==> src/rtl/ps2_wasd_decoder_pkg.sv <==
// Shared scan-code constants and receiver state encodings for the PS/2 WASD decoder.
// Optional arrow-key support is enabled by defining PS2_ARROW_KEYS_EN.
package ps2_wasd_decoder_pkg;

   localparam logic [7:0] SC_W     = 8'h1D;
   localparam logic [7:0] SC_A     = 8'h1C;
   localparam logic [7:0] SC_S     = 8'h1B;
   localparam logic [7:0] SC_D     = 8'h23;
   localparam logic [7:0] SC_UP    = 8'h75;
   localparam logic [7:0] SC_LEFT  = 8'h6B;
   localparam logic [7:0] SC_DOWN  = 8'h72;
   localparam logic [7:0] SC_RIGHT = 8'h74;
   localparam logic [7:0] SC_EXT   = 8'hE0;
   localparam logic [7:0] SC_BREAK = 8'hF0;

   typedef enum logic [1:0] {
      RX_IDLE,
      RX_DATA,
      RX_PARITY,
      RX_STOP
   } rxState_t;

endpackage

==> src/rtl/ps2_wasd_decoder_frame_rx.sv <==
// PS/2 frame receiver: synchronizers, falling-edge detect, framing FSM, odd parity and abort timeout.
// Strobes rxGood/rxBad combinationally in the cycle the stop bit (or timeout) is seen.
module ps2_frame_rx
   import ps2_wasd_decoder_pkg::*;
#(
   parameter int TIMEOUT_CYCLES = 25000
) (
   input  logic       clk_25MHz,
   input  logic       reset,
   input  logic       ps2_clk,
   input  logic       ps2_data,
   output logic       rxGood,
   output logic       rxBad,
   output logic [7:0] rxByte
);

   localparam int TW = $clog2(TIMEOUT_CYCLES + 1);

   logic           clkS1_q, clkS2_q, clkPrev_q;
   logic           dataS1_q, dataS2_q;
   rxState_t       state_q, state_d;
   logic [2:0]     bitCnt_q, bitCnt_d;
   logic [7:0]     shift_q, shift_d;
   logic           parity_q, parity_d;
   logic [TW-1:0]  timer_q, timer_d;
   logic           fall;

   // Synchronizers idle high so reset never fakes a falling edge
   always_ff @(posedge clk_25MHz or negedge reset) begin
      if (!reset) begin
         clkS1_q   <= 1'b1;
         clkS2_q   <= 1'b1;
         clkPrev_q <= 1'b1;
         dataS1_q  <= 1'b1;
         dataS2_q  <= 1'b1;
      end else begin
         clkS1_q   <= ps2_clk;
         clkS2_q   <= clkS1_q;
         clkPrev_q <= clkS2_q;
         dataS1_q  <= ps2_data;
         dataS2_q  <= dataS1_q;
      end
   end

   assign fall   = clkPrev_q & ~clkS2_q;
   assign rxByte = shift_q;

   always_ff @(posedge clk_25MHz or negedge reset) begin
      if (!reset) begin
         state_q  <= RX_IDLE;
         bitCnt_q <= 3'd0;
         shift_q  <= 8'h00;
         parity_q <= 1'b0;
         timer_q  <= '0;
      end else begin
         state_q  <= state_d;
         bitCnt_q <= bitCnt_d;
         shift_q  <= shift_d;
         parity_q <= parity_d;
         timer_q  <= timer_d;
      end
   end

   // Timer restarts on every falling edge and only runs inside a frame
   always_comb begin
      state_d  = state_q;
      bitCnt_d = bitCnt_q;
      shift_d  = shift_q;
      parity_d = parity_q;
      rxGood   = 1'b0;
      rxBad    = 1'b0;
      if (state_q == RX_IDLE || fall) begin
         timer_d = '0;
      end else begin
         timer_d = timer_q + TW'(1);
      end

      case (state_q)
         RX_IDLE: begin
            if (fall && !dataS2_q) begin
               state_d  = RX_DATA;
               bitCnt_d = 3'd0;
            end
         end
         RX_DATA: begin
            if (fall) begin
               shift_d  = {dataS2_q, shift_q[7:1]};
               bitCnt_d = bitCnt_q + 3'd1;
               if (bitCnt_q == 3'd7) begin
                  state_d = RX_PARITY;
               end
            end
         end
         RX_PARITY: begin
            if (fall) begin
               parity_d = dataS2_q;
               state_d  = RX_STOP;
            end
         end
         RX_STOP: begin
            if (fall) begin
               state_d = RX_IDLE;
               if (dataS2_q && (^shift_q ^ parity_q)) begin
                  rxGood = 1'b1;
               end else begin
                  rxBad = 1'b1;
               end
            end
         end
         default: state_d = RX_IDLE;
      endcase

      if (state_q != RX_IDLE && !fall && timer_q == TW'(TIMEOUT_CYCLES - 1)) begin
         state_d = RX_IDLE;
         timer_d = '0;
         rxBad   = 1'b1;
      end
   end

endmodule

==> src/rtl/ps2_wasd_decoder.sv <==
// PS/2 keyboard decoder producing held levels for W/A/S/D from make/break scan codes.
// Define PS2_ARROW_KEYS_EN to let the extended arrow keys also drive w/a/s/d.
module ps2_wasd_decoder
   import ps2_wasd_decoder_pkg::*;
#(
   parameter int TIMEOUT_CYCLES = 25000
) (
   input  logic       clk_25MHz,
   input  logic       reset,
   input  logic       ps2_clk,
   input  logic       ps2_data,
   output logic       w,
   output logic       a,
   output logic       s,
   output logic       d,
   output logic [7:0] scan_code,
   output logic       frame_valid,
   output logic       frame_error
);

   logic       rxGood, rxBad;
   logic [7:0] rxByte;

   logic       valid_q, valid_d, error_q, error_d;
   logic [7:0] scan_q, scan_d;
   logic       break_q, break_d, ext_q, ext_d;
   logic       wKey_q, wKey_d, aKey_q, aKey_d, sKey_q, sKey_d, dKey_q, dKey_d;
`ifdef PS2_ARROW_KEYS_EN
   logic       upKey_q, upKey_d, leftKey_q, leftKey_d;
   logic       downKey_q, downKey_d, rightKey_q, rightKey_d;
`endif

   ps2_frame_rx #(
      .TIMEOUT_CYCLES(TIMEOUT_CYCLES)
   ) u_rx (
      .clk_25MHz(clk_25MHz),
      .reset    (reset),
      .ps2_clk  (ps2_clk),
      .ps2_data (ps2_data),
      .rxGood   (rxGood),
      .rxBad    (rxBad),
      .rxByte   (rxByte)
   );

   // Prefix bytes accumulate in flags; any other good byte consumes them
   always_comb begin
      valid_d = rxGood;
      error_d = rxBad;
      scan_d  = scan_q;
      break_d = break_q;
      ext_d   = ext_q;
      wKey_d  = wKey_q;
      aKey_d  = aKey_q;
      sKey_d  = sKey_q;
      dKey_d  = dKey_q;
`ifdef PS2_ARROW_KEYS_EN
      upKey_d    = upKey_q;
      leftKey_d  = leftKey_q;
      downKey_d  = downKey_q;
      rightKey_d = rightKey_q;
`endif
      if (rxBad) begin
         break_d = 1'b0;
         ext_d   = 1'b0;
      end else if (rxGood) begin
         scan_d = rxByte;
         if (rxByte == SC_BREAK) begin
            break_d = 1'b1;
         end else if (rxByte == SC_EXT) begin
            ext_d = 1'b1;
         end else begin
            if (!ext_q) begin
               case (rxByte)
                  SC_W:    wKey_d = ~break_q;
                  SC_A:    aKey_d = ~break_q;
                  SC_S:    sKey_d = ~break_q;
                  SC_D:    dKey_d = ~break_q;
                  default: ;
               endcase
            end
`ifdef PS2_ARROW_KEYS_EN
            else begin
               case (rxByte)
                  SC_UP:    upKey_d    = ~break_q;
                  SC_LEFT:  leftKey_d  = ~break_q;
                  SC_DOWN:  downKey_d  = ~break_q;
                  SC_RIGHT: rightKey_d = ~break_q;
                  default:  ;
               endcase
            end
`endif
            break_d = 1'b0;
            ext_d   = 1'b0;
         end
      end
   end

   always_ff @(posedge clk_25MHz or negedge reset) begin
      if (!reset) begin
         valid_q <= 1'b0;
         error_q <= 1'b0;
         scan_q  <= 8'h00;
         break_q <= 1'b0;
         ext_q   <= 1'b0;
         wKey_q  <= 1'b0;
         aKey_q  <= 1'b0;
         sKey_q  <= 1'b0;
         dKey_q  <= 1'b0;
`ifdef PS2_ARROW_KEYS_EN
         upKey_q    <= 1'b0;
         leftKey_q  <= 1'b0;
         downKey_q  <= 1'b0;
         rightKey_q <= 1'b0;
`endif
      end else begin
         valid_q <= valid_d;
         error_q <= error_d;
         scan_q  <= scan_d;
         break_q <= break_d;
         ext_q   <= ext_d;
         wKey_q  <= wKey_d;
         aKey_q  <= aKey_d;
         sKey_q  <= sKey_d;
         dKey_q  <= dKey_d;
`ifdef PS2_ARROW_KEYS_EN
         upKey_q    <= upKey_d;
         leftKey_q  <= leftKey_d;
         downKey_q  <= downKey_d;
         rightKey_q <= rightKey_d;
`endif
      end
   end

   assign frame_valid = valid_q;
   assign frame_error = error_q;
   assign scan_code   = scan_q;
`ifdef PS2_ARROW_KEYS_EN
   assign w = wKey_q | upKey_q;
   assign a = aKey_q | leftKey_q;
   assign s = sKey_q | downKey_q;
   assign d = dKey_q | rightKey_q;
`else
   assign w = wKey_q;
   assign a = aKey_q;
   assign s = sKey_q;
   assign d = dKey_q;
`endif

endmodule

==> config.mk <==
export PLATFORM = sky130hd
export DESIGN_NAME = ps2_wasd_decoder
export DESIGN_NICKNAME = d
export VERILOG_FILES = /design/src/rtl/ps2_wasd_decoder_pkg.sv /design/src/rtl/ps2_wasd_decoder_frame_rx.sv /design/src/rtl/ps2_wasd_decoder.sv
export SDC_FILE = /design/constraint.sdc
export NUM_CORES = 1
export LEC_CHECK = 0
export BUFFER_PORTS_ARGS = -buffer_cell sky130_fd_sc_hd__buf_4
export CAP_MARGIN = 20
export CORE_MARGIN = 2
export CORE_UTILIZATION = 56
export CTS_CLUSTER_DIAMETER = 50
export DETAILED_ROUTE_END_ITERATION = 8
export PLACE_DENSITY = 0.85
export SLEW_MARGIN = 30
export SYNTH_ARGS = -nofsm -noshare
export SYNTH_HDL_FRONTEND = slang
export SYNTH_SLANG_ARGS = --single-unit
==> constraint.sdc <==
create_clock -name clk_25MHz -period 2.8 [get_ports clk_25MHz]
set_input_delay 0.14 -clock clk_25MHz [delete_from_list [all_inputs] [get_ports clk_25MHz]]
set_output_delay 0.14 -clock clk_25MHz [all_outputs]
set_load 0.01 [all_outputs]
# ---- Yosys cells after proc, flatten, opt, wreduce, memory -nomap -nowiden
# Index checks and enable logic that the tools add are counted.
dict set report word_totals {
  mem_count 0
  output_inout_bits 14
  input_bits 4
  mem_bits_ro 0
  ram_bits 0
  regBits 50
  latchBits 0
  wordCells 99
}
dict set report op_classes {
  n_lt_le_gt_ge 0
  n_shift 0
  mux 27
  mul 0
  n_div 0
  n_eq_ne 20
  n_reduce_logical 23
  add_sub_neg 2
  bitwise_logic 8
}
# cell count
set ops {}
lappend ops {{$mux 15} 2}
lappend ops {{$eq 8x5->1 const B} 3}
lappend ops {{$reduce_and 6->1} 4}
lappend ops {{$eq 8x8->1 const B} 2}
lappend ops {{$add 15x1->15 const B} 1}
lappend ops {{$eq 15x15->1 const B} 1}
lappend ops {{$mux 1} 15}
lappend ops {{$mux 2} 6}
lappend ops {{$ne 3x1->1 const B} 4}
lappend ops {{$reduce_and 2->1} 5}
lappend ops {{$eq 8x6->1 const B} 1}
lappend ops {{$pmux 2 s4} 1}
lappend ops {{$reduce_xor 8->1} 1}
lappend ops {{$mux 3} 2}
lappend ops {{$ne 3x3->1 const B} 2}
lappend ops {{$not 1->1} 6}
lappend ops {{$pmux 3 s2} 1}
lappend ops {{$reduce_bool 2->1} 3}
lappend ops {{$reduce_and 5->1} 1}
lappend ops {{$eq 2x2->1 const B} 2}
lappend ops {{$logic_and 1x1->1} 4}
lappend ops {{$ne 2x2->1 const B} 2}
lappend ops {{$add 3x1->3 const B} 1}
lappend ops {{$eq 3x3->1 const B} 1}
lappend ops {{other kinds (8)} 9}

# ---- Logic depth before layout (Yosys ltp)
# Gate-level depths: netlist (run 1).
dict set report logic_depth {
  ltp_word 9
  mapped_depth 7
  depth_no_buf 6
}

# ---- Hierarchy
# Synthesis (run 1) repeated with hierarchy kept, for this count alone.
dict set report unflattened {
  cells_unflattened 196
  area_unflattened_um2 2292.2
}
# mod seq_area_each_um2 cells_each instances area_per_inst_um2
set modules_own_cells {}
lappend modules_own_cells {ps2_frame_rx 857.1 143 1 1640.3}
lappend modules_own_cells {ps2_wasd_decoder 400.4 53 1 651.9}

# ---- Worst setup path before layout (run 1)
# Ideal clock, no wire load.
dict set report synth_timing {
  path_kind {reg2reg}
  start {register u_rx.shift_q[3] (netlist: u_rx.rxByte[3])}
  end {register scan_q[0] (netlist: scan_code[0])}
  slack_ns 0.652
  setup_ns 0.125
  required_time_ns 2.675
  synth_period_minus_slack_ns 2.148
  arrival_time_ns 2.023
  n_path_buf 0
  path_stages_with_launch 7
  path_cell_list {dfrtp_1 -> inv_1 -> ha_1 -> xnor3_1 -> xnor2_4 -> nand3_1 -> mux2_2}
}
dict set report synth_between {
  elab_chain_len 9
  word_cells_on_any_way 12
  cone_classes {mux: 7; bitwise: 2; reduce/logical: 3}
}
# item line_no
set synth_lines {}
lappend synth_lines {{from (decl)} ps2_wasd_decoder_frame_rx.sv:23} ;# logic [7:0] shift_q, shift_d;
lappend synth_lines {{from (signal assigned)} ps2_wasd_decoder_frame_rx.sv:58} ;# shift_q <= shift_d;
lappend synth_lines {{$reduce_xor 8->1 *} ps2_wasd_decoder_frame_rx.sv:103} ;# if (dataS2_q && (^shift_q ^ parity_q)) begin
lappend synth_lines {{$xor 1x1->1 *} ps2_wasd_decoder_frame_rx.sv:103}
lappend synth_lines {{$logic_and 1x1->1 *} ps2_wasd_decoder_frame_rx.sv:103}
lappend synth_lines {{$mux 1} ps2_wasd_decoder_frame_rx.sv:103}
lappend synth_lines {{$mux 1} ps2_wasd_decoder_frame_rx.sv:101} ;# if (fall) begin
lappend synth_lines {{$mux 1} ps2_wasd_decoder_frame_rx.sv:78} ;# case (state_q)
lappend synth_lines {{$mux 1} ps2_wasd_decoder_frame_rx.sv:113} ;# if (state_q != RX_IDLE && !fall && timer_q == TW'(TIMEOUT_CYCLES - 1)) begin
lappend synth_lines {{$not 1->1 (no source line)} -}
lappend synth_lines {{$reduce_and 2->1 (no source line) *} -}
lappend synth_lines {{to (signal assigned)} ps2_wasd_decoder.sv:118} ;# scan_q <= scan_d;
lappend synth_lines {{to (decl)} ps2_wasd_decoder.sv:25} ;# logic [7:0] scan_q, scan_d;
# Mark *: on every way between the ends. The rest lies on a longest branch, timed or not.
# A chain may end at the register's enable or synchronous reset.

# ---- Worst setup path after layout (run 1)
dict set report layout_timing {
  start {register u_rx.shift_q[3] (netlist: u_rx.rxByte[3])}
  end {register scan_q[5] (netlist: scan_code[5])}
}
# Same word-level chain as after synthesis.

==> results of run 1 <==
==> logic make-up after synthesis <==
kind of cell / after synthesis / share of synthesized area
buffers and inverters: 30 / 0.0492
DFF: 50 / 0.485
and+or+nand+nor: 87 / 0.174
adders and majority gates: 18 / 0.0868
muxes: 15 / 0.0632
xor gates and xnor gates: 16 / 0.0665
AOI/OAI and AO/OA: 30 / 0.0762
==> routing by layer <==
metal / global-route usage / vias to the layer above / part of all wire
li1: - / 889 / -
met1: 0.266 / 899 / 0.46
met2: 0.302 / 37 / 0.48
met3: 0.0431 / 13 / 0.035
met4: 0.0797 / 0 / 0.023
met5: 0 / - / 0
==> worst reg2reg max path, stage by stage, from the launching register on <==
cell and delay, ns:
dfrtp_1 0.44, inv_1 0.08, ha_1 0.28, xnor3_1 0.46, xnor2_4 0.29, nand3_1 0.39
mux2_2 0.40
==> worst max path at each step <==
stage / end / slack [ns]
2_1_floorplan: scan_code[0] / 0.65
3_3_place_gp: scan_code[3] / 0.44
3_5_place_dp: scan_code[3] / 0.37
4_1_cts: scan_code[5] / 0.35
5_1_grt: scan_code[7] / 0.21
6_report: scan_code[5] / 0.35
==> power groups by stage <==
| stage | registers, W | logic [W] | clock network [W] |
|---|---|---|---|
| 2_1_floorplan | 0.000904 | 0.000574 | 0 |
| 5_1_grt | 0.000926 | 0.000792 | 0.000465 |
| 3_3_place_gp | 0.000917 | 0.000677 | 0 |
| 4_1_cts | 0.000908 | 0.000720 | 0.000437 |
| 6_report | 0.000910 | 0.000719 | 0.000425 |
| 3_5_place_dp | 0.000921 | 0.000707 | 0 |
==> registers in the layout (all words and copies together), names as in the netlist, 2 cells and up <==
name           flops
u_rx.bitCnt_q      3
scan_code          8
u_rx.timer_q      15
u_rx.rxByte        8
u_rx.state_q       2
==> through the flow <==
stage          worst slack [ns]  utilization
5_1_grt                   0.211        0.650
6_report                  0.352        0.650
3_5_place_dp              0.375        0.623
2_1_floorplan             0.652            -
4_1_cts                   0.353        0.650
3_3_place_gp              0.437        0.623
==> placed cells by master, fill, tap and decap left out, types with 3 or more instances in the layout <==
| cell | netlist | layout |
|---|---|---|
| nand3_1 | 10 | 10 |
| mux2i_1 | 4 | 4 |
| nor3b_1 | 4 | 4 |
| nor3_1 | 3 | 3 |
| nand2_1 | 18 | 18 |
| mux2_2 | 11 | 11 |
| nor2_1 | 24 | 24 |
| dfrtp_1 | 45 | 45 |
| buf_4 | 0 | 18 |
| clkbuf_8 | 0 | 6 |
| inv_1 | 22 | 22 |
| nor4_1 | 5 | 5 |
| nand4_1 | 9 | 9 |
| a21oi_1 | 4 | 4 |
| dfstp_2 | 5 | 5 |
| xnor2_1 | 12 | 12 |
| dlygate4sd3_1 | 0 | 3 |
| o21ai_0 | 11 | 11 |
| a211oi_1 | 3 | 3 |
| ha_1 | 18 | 18 |
==> final cells by class <==
type	count	area, um^2	share of cell area
multi-input cells	166	1210	0.422
inverters	22	82.6	0.0288
repair buffers	21	165	0.0575
clock buffers	8	90.1	0.0314
flip-flops and latches	50	1260	0.438
well taps	52	65.1	0.0227
==> flow_summary.toml, run 1 <==
[layout]
final_nets = 288
area_delta_synth_final_pct = 10.6
fin_cells = 319
fillers = 341
fin_area_mm2 = 0.00287
n_antenna_cell = 0
drive_gt1_frac = 0.169

[sta]
fmax_ghz = 0.408
post-route-period-util = 0.874
slew_headroom = 0.585
slew_violations = 0
layout_min_cycle_time_ns = 2.45
fin_setup_tns_ns = 0
tightestPinTransition_ns = 0.621
grt_setup_unrepaired = "no"
hold_viol_final = 0
fin_skew_ns = 0.0141
whs_ns = 0.359
setup_violations = 0

[route]
drt_iter0_drc = 140
drt_wl_total_um = 4580
vias = 1838
antenna_left = 0
route.detailed.drc = 0
firstDrtPassIters = 4
routedWlPerCell_um = 14.4
via_per_inst = 5.76

[global_route]
grt_pass1_vias = 1756
grt_max_degree = 51
grt_pass1_wl_um = 7870
grt-ovfl-total = 0
grt.total_usage = 0.194
antenna_found_initial = 0

[worst_setup_path]
path_buf_inv = 1
critPathKind = "reg2reg"
cp.depth = 6
cp_max_fo = 10
r2r_slack_ns = 0.35
crit_start = "u_rx.rxByte[3]"
r2r_end = "scan_code[5]"
arrival_ns = 2.64
crit_family = "XOR/XNOR gates"
cp.required_ns = 2.99
end_kind = "flop"
cp_slowest_stage_delay_ns = 0.46
cp_cell_sequence = "inv_1 > ha_1 > xnor3_1 > xnor2_4 > nand3_1 > mux2_2"
worstRegToRegCells = 6
r2r_start = "u_rx.rxByte[3]"
cpMaxStageDelayCell = "xnor3_1"
worst_setup_path_start_kind = "flop"

[floorplanning]
die_area_mm2 = 0.00519
initial_core_util = 0.588
dieWidth_um = 72.1
core_area_mm2 = 0.00441
std_cell_rows = 24
io_pins = 18
fp.dieH_um = 72.1

[synth]
async_flop_share = 1.00
synth_area_leaders = "dfrtp_1, ha_1, dfstp_2"
synth-edff-count = 0
synthFlopType = "dfrtp_1"
ys_warn_count = 0
syn_area_mm2 = 0.00259
synth_nets = 268
syn_inst = 246
synth_cell_types = 45
synth.cells.most_frequent = "dfrtp_1, nor2_1, inv_1"
yosysSeqAreaShare = 0.485
yosys.area.top_type = "dfrtp_1"
syn-mean-instance-area_um2 = 10.5
synth_most_common_cell = "dfrtp_1"
synth-seq-cells = 50
synth_top_area_frac = 0.434

[job]
max-cap-violations = 0

[power_and_ir_drop]
vdd_drop_max_uv = 420
p_sw_w = 0.000727
seqPwrFrac = 0.443
sw_frac_of_total = 0.354
pwr-share-comb = 0.350
power.density_mw_per_mm2 = 715
clkPwrFrac = 0.207
power_w = 0.00205
intPower_w = 0.00133
power_leakage_nw = 1.30

[placed_design]
dp_hpwl_um = 3280
dpl_cell_area_mm2 = 0.00275
place_inst = 308
place_congestion = 0.825
io_buffers = 17

[clocking]
cts.sinks = 50
post-cts-setup-buffers = 0
cts-buffers-inserted = 5
cts.repair.resized = 0
cts_max_path_buffers = 2
cts_tree = "yes"
clkTransAtPathRegs_ns = 0.09
cts_hold_buf = 3
cts.htree.levels = 2
clock_latency_ns = 0.30
cts-root-buf = "clkbuf_8"

[worst_hold_path]
min_delay_worst_endpoint = "u_rx.clkS2_q"
min-delay-start = "u_rx.clkS1_q"
min_delay_path_depth = 0
hp-class = "reg2reg"

[status]
status = "finished clean"
(Power assumes the default switching activity.)
==> run 2, diff against run 1 <==
- CORE_UTILIZATION: 56 -> 60
- GPL_TIMING_DRIVEN: unset -> 1
- PLACE_DENSITY: 0.85 -> 0.89
- RECOVER_POWER: unset -> 50
==> run 2 against run 1 <==
  * Fmax increased by 0.68%
  * Design area fell by 0.44%
  * Sequential share of layout area up 0.19 points
  * Utilization is 4.9 points higher
  * Critical path depth unchanged
  * Largest power group unchanged
==> flow_summary.toml, run 2 (synthesized netlist as in run 1, its figures left out) <==
[status]
status = "finished clean"

[sta]
fin_setup_tns_ns = 0
fmax_ghz = 0.411
setup_violations = 0
post-route-period-util = 0.868
slew_headroom = 0.210
fin_skew_ns = 0.0107
tightestPinTransition_ns = 1.19
layout_min_cycle_time_ns = 2.43
grt_setup_unrepaired = "no"
hold_viol_final = 0
slew_violations = 0

[layout]
fin_cells = 318
final_common_cell = "dfrtp_1"
drive_gt1_frac = 0.164
top_register = "u_rx.timer_q"
largest_reg_flops = 15
area_delta_synth_final_pct = 10.1
final_nets = 289
fillers = 307
mostFrequentLayoutCells = "dfrtp_1, nor2_1, inv_1, nand2_1, ha_1"
n_antenna_cell = 0

[clocking]
clkTransAtPathRegs_ns = 0.08
cts_hold_buf = 3
cts.repair.resized = 0
cts.htree.levels = 2
cts_max_path_buffers = 2
clock_latency_ns = 0.31
cts_tree = "yes"
cts-root-buf = "clkbuf_8"
cts-buffers-inserted = 5
cts.sinks = 50
post-cts-setup-buffers = 0

[global_route]
grt_pass1_vias = 1770
grt-ovfl-total = 0
grt_max_degree = 51
antenna_found_initial = 0
grt.total_usage = 0.210
grt_pass1_wl_um = 8160

[job]
max-cap-violations = 0

[route]
antenna_left = 0
drt_wl_total_um = 4650
routedWlPerCell_um = 14.6
via_per_inst = 5.82
firstDrtPassIters = 6
vias = 1851
drt_iter0_drc = 225
route.detailed.drc = 0

[worst_setup_path]
arrival_ns = 2.62
worst_setup_path_start_kind = "flop"
cp_cell_sequence = "inv_1 > ha_1 > xnor3_1 > xnor2_4 > nand3_1 > mux2_2"
r2r_start = "u_rx.rxByte[3]"
crit_start = "u_rx.rxByte[3]"
r2r_slack_ns = 0.37
critPathKind = "reg2reg"
cp_slowest_stage_delay_ns = 0.47
cp.required_ns = 2.99
cp_max_fo = 10
end_kind = "flop"
cpMaxStageDelayCell = "xnor3_1"

[floorplanning]
std_cell_rows = 23
fp.dieH_um = 69.8
initial_core_util = 0.635
dieWidth_um = 69.8
die_area_mm2 = 0.00487
io_pins = 18
core_area_mm2 = 0.00409

[worst_hold_path]
hp-class = "reg2reg"
min-delay-start = "u_rx.dataS1_q"

[placed_design]
place_congestion = 0.805
dp_hpwl_um = 3220
place_inst = 307
io_buffers = 17

[power_and_ir_drop]
power_leakage_nw = 1.29
power.density_mw_per_mm2 = 710
vdd_drop_max_uv = 476
## run 2: per-layer routing
metal / vias up / track usage / wire length, um
met5: - / 0 / 0
met4: 0 / 0.0876 / 104
met3: 9 / 0.0480 / 225
met2: 57 / 0.325 / 2180
met1: 898 / 0.286 / 2140
li1: 887 / - / -
## run 2: cell type report
type	count	area (um^2)	share of cell area
Clock buffer	6	72.6	0.0254
Clock inverter	2	10.0	0.00350
Inverter	22	82.6	0.0289
Multi-Input combinational cell	166	1210	0.423
Sequential cell	50	1260	0.440
Tap cell	50	62.6	0.0219
Timing Repair Buffer	22	163	0.0569
## run 2: final timing paths
path | endpoint | cells after the start
max | scan_code[1] | 6
min | u_rx.dataS2_q | 0
max reg2reg | scan_code[1] | 6
min reg2reg | u_rx.dataS2_q | 0
max in group asynchronous | ext_q | 2
min in group asynchronous | u_rx.rxByte[7] | 2
## run 2: critical path, delay by kind of cell, from the launching register on
kind / cells / cell delay, ns
adders and majority gates: 1 / 0.27
muxes: 1 / 0.40
buffers and inverters: 1 / 0.08
and+or+nand+nor: 1 / 0.39
xor gates and xnor gates: 2 / 0.76
DFF: 1 / 0.42
## run 2: where the power goes
group | internal, W | total, W | switching, W
combinational | 0.000302 | 0.000716 | 0.000414
sequential | 0.000821 | 0.000916 | 0.0000945
clock | 0.000173 | 0.000398 | 0.000225
total | 0.00130 | 0.00203 | 0.000733
## run 2: through the flow
| step | util | total power, W | setup slack [ns] | instance area (um^2) | hold WS [ns] |
|---|---|---|---|---|---|
| finish | 0.699 | 0.00203 | 0.368 | 2860 | 0.360 |
| global route | 0.699 | 0.00216 | 0.190 | 2860 | 0.368 |
| CTS | 0.702 | 0.00204 | 0.368 | 2870 | 0.361 |
| detailed placement | 0.674 | 0.00163 | 0.381 | 2760 | 0.198 |
| global placement | 0.674 | 0.00159 | 0.449 | 2760 | 0.192 |
| floorplan | - | 0.00148 | 0.652 | 2590 | -0.156 |
==> run 3, diff against run 2 <==
- CORE_UTILIZATION: 60 -> 59
- SYNTH_HIERARCHICAL: unset -> 1
==> run 3 against run 2 <==
  * Design area decreased by 8.1%
  * Sequential share of layout area increased by 4.0 points
  * Die area decreased by 9.6%
  * Final cell count decreased by 15%
  * Utilization increased by 1.2 points
  * Synthesized cell count decreased by 20%
  * Largest power group unchanged
==> flow_summary.toml, run 3 <==
[route]
routedWlPerCell_um = 14.2
via_per_inst = 5.51
vias = 1493
firstDrtPassIters = 4
drt_iter0_drc = 90
drt_wl_total_um = 3860
antenna_left = 0
route.detailed.drc = 0

[floorplanning]
initial_core_util = 0.621
std_cell_rows = 22
core_area_mm2 = 0.00369
die_area_mm2 = 0.00440
io_pins = 18
fp.dieH_um = 66.3
dieWidth_um = 66.3

[synth]
synth-seq-cells = 50
synth_area_leaders = "dfrtp_1, mux2_2, dfstp_2"
synth-edff-count = 0
syn_area_mm2 = 0.00229
syn_inst = 196
synth_most_common_cell = "dfrtp_1"
yosysSeqAreaShare = 0.549
synth.cells.most_frequent = "dfrtp_1, nor2_1, nand2_1"
async_flop_share = 1.00
synth_top_area_frac = 0.491
ys_warn_count = 6
synth_cell_types = 37
yosys.area.top_type = "dfrtp_1"
syn-mean-instance-area_um2 = 11.7
synth_nets = 207
synthFlopType = "dfrtp_1"

[status]
status = "finished clean"

[clocking]
clock_latency_ns = 0.31
cts-root-buf = "clkbuf_8"
cts_tree = "yes"
post-cts-setup-buffers = 0
clkTransAtPathRegs_ns = 0.09
cts_max_path_buffers = 2
cts.sinks = 50
cts-buffers-inserted = 5
cts.htree.levels = 2

[sta]
fin_skew_ns = 0.00936
setup_violations = 0
slew_headroom = 0.223
slew_violations = 0
fmax_ghz = 0.378
fin_setup_tns_ns = 0
whs_ns = 0.359
layout_min_cycle_time_ns = 2.65
tightestPinTransition_ns = 1.17
hold_viol_final = 0
post-route-period-util = 0.945

[power_and_ir_drop]
power.density_mw_per_mm2 = 835
power_leakage_nw = 1.19
power_w = 0.00219
vdd_drop_max_uv = 509

[placed_design]
dp_hpwl_um = 2680
place_congestion = 0.818
io_buffers = 17

[layout]
largest_reg_flops = 15
top_register = "u_rx/timer_q"
mostFrequentLayoutCells = "dfrtp_1, nor2_1, nand2_1, mux2_2, buf_4"
n_antenna_cell = 0
final_common_cell = "dfrtp_1"
drive_gt1_frac = 0.229
final_nets = 234
area_delta_synth_final_pct = 14.5
fillers = 267

[job]
max-cap-violations = 0

[global_route]
grt.total_usage = 0.204
grt_pass1_vias = 1500
grt_pass1_wl_um = 6640
antenna_found_initial = 0
grt-ovfl-total = 0
grt_max_degree = 51

[worst_setup_path]
worst_setup_path_start_kind = "flop"
cp_max_fo = 7
end_kind = "flop"
arrival_ns = 2.84
cp.required_ns = 2.99
critPathKind = "reg2reg"

[worst_hold_path]
hp-class = "reg2reg"
## run 3: logic make-up (layout without fill, tap and decap cells)
| logic type | Yosys count | after routing | share of synthesized area |
|---|---|---|---|
| AND/OR/NAND/NOR | 68 | 68 | 0.166 |
| flip-flops | 50 | 50 | 0.549 |
| AO/OA/AOI/OAI | 27 | 27 | 0.0748 |
| XOR/XNOR | 19 | 19 | 0.0786 |
| multiplexers | 15 | 15 | 0.0737 |
| buffers and inverters | 10 | 37 | 0.0202 |
| adder cells (fa/ha/maj) | 7 | 7 | 0.0382 |
## run 3: power by group
part,internal (W),total (W),switching (W)
Sequential,0.000859,0.00101,0.000149
Clock,0.000286,0.000516,0.000230
Combinational,0.000360,0.000668,0.000308
Total,0.00150,0.00219,0.000687
## run 3: worst paths after layout
| kind | startpoint | to | slack (ns) | cells after the start |
|---|---|---|---|---|
| min in group asynchronous | reset | scan_code[0] | 0.59 | 2 |
| max in group asynchronous | reset | u_rx/rxByte[5] | 1.42 | 2 |
| setup / recovery | u_rx/rxByte[2] | a | 0.15 | 9 |
| hold reg to reg | u_rx/dataS1_q | u_rx/dataS2_q | 0.36 | 0 |
| setup reg to reg | u_rx/rxByte[2] | a | 0.15 | 9 |
| hold / removal | u_rx/dataS1_q | u_rx/dataS2_q | 0.36 | 0 |
## run 3: final cells by class
type                    count  area [um^2]  area share
flip-flops and latches     50         1260       0.480
clock buffers               6         82.6      0.0315
well taps                  48         60.1      0.0229
inverters                   7         26.3      0.0100
multi-input cells         136         1000       0.382
clock inverters             1         30.0      0.0114
repair buffers             23          163      0.0620
## run 3: through the flow
step | worst slack, ns | util | std cells | cell area [um^2]
floorplan | 0.272 | - | 196 | 2290
finish | 0.154 | 0.712 | 271 | 2630
CTS | 0.124 | 0.712 | 271 | 2630
global route | -0.0238 | 0.712 | 271 | 2630
global placement | 0.269 | 0.673 | 261 | 2480
detailed placement | 0.135 | 0.673 | 261 | 2480
## run 3: repair_timing
action                                  4_1_cts  5_1_grt
endpoints found under the setup margin        0        4
gates resized for setup                       0        6
hold endpoints to repair                     47        0
hold buffers                                  3        0
## run 3: routing by layer
metal,vias up,wire length [um],global-route usage
li1,744,-,-
met1,727,1680,0.235
met2,15,1980,0.361
met3,7,123,0.0460
met4,0,68,0.0867
met5,-,0,0
## run 3: critical path: stages, from the launching register on
cell and delay, ns:
dfrtp_2 0.46, xnor2_1 0.16, xnor3_1 0.41, xnor2_1 0.17
and2_1 0.16, o21ai_0 0.11, nand2b_1 0.20, or4b_4 0.51
o31ai_1 0.23, o41ai_1 0.11
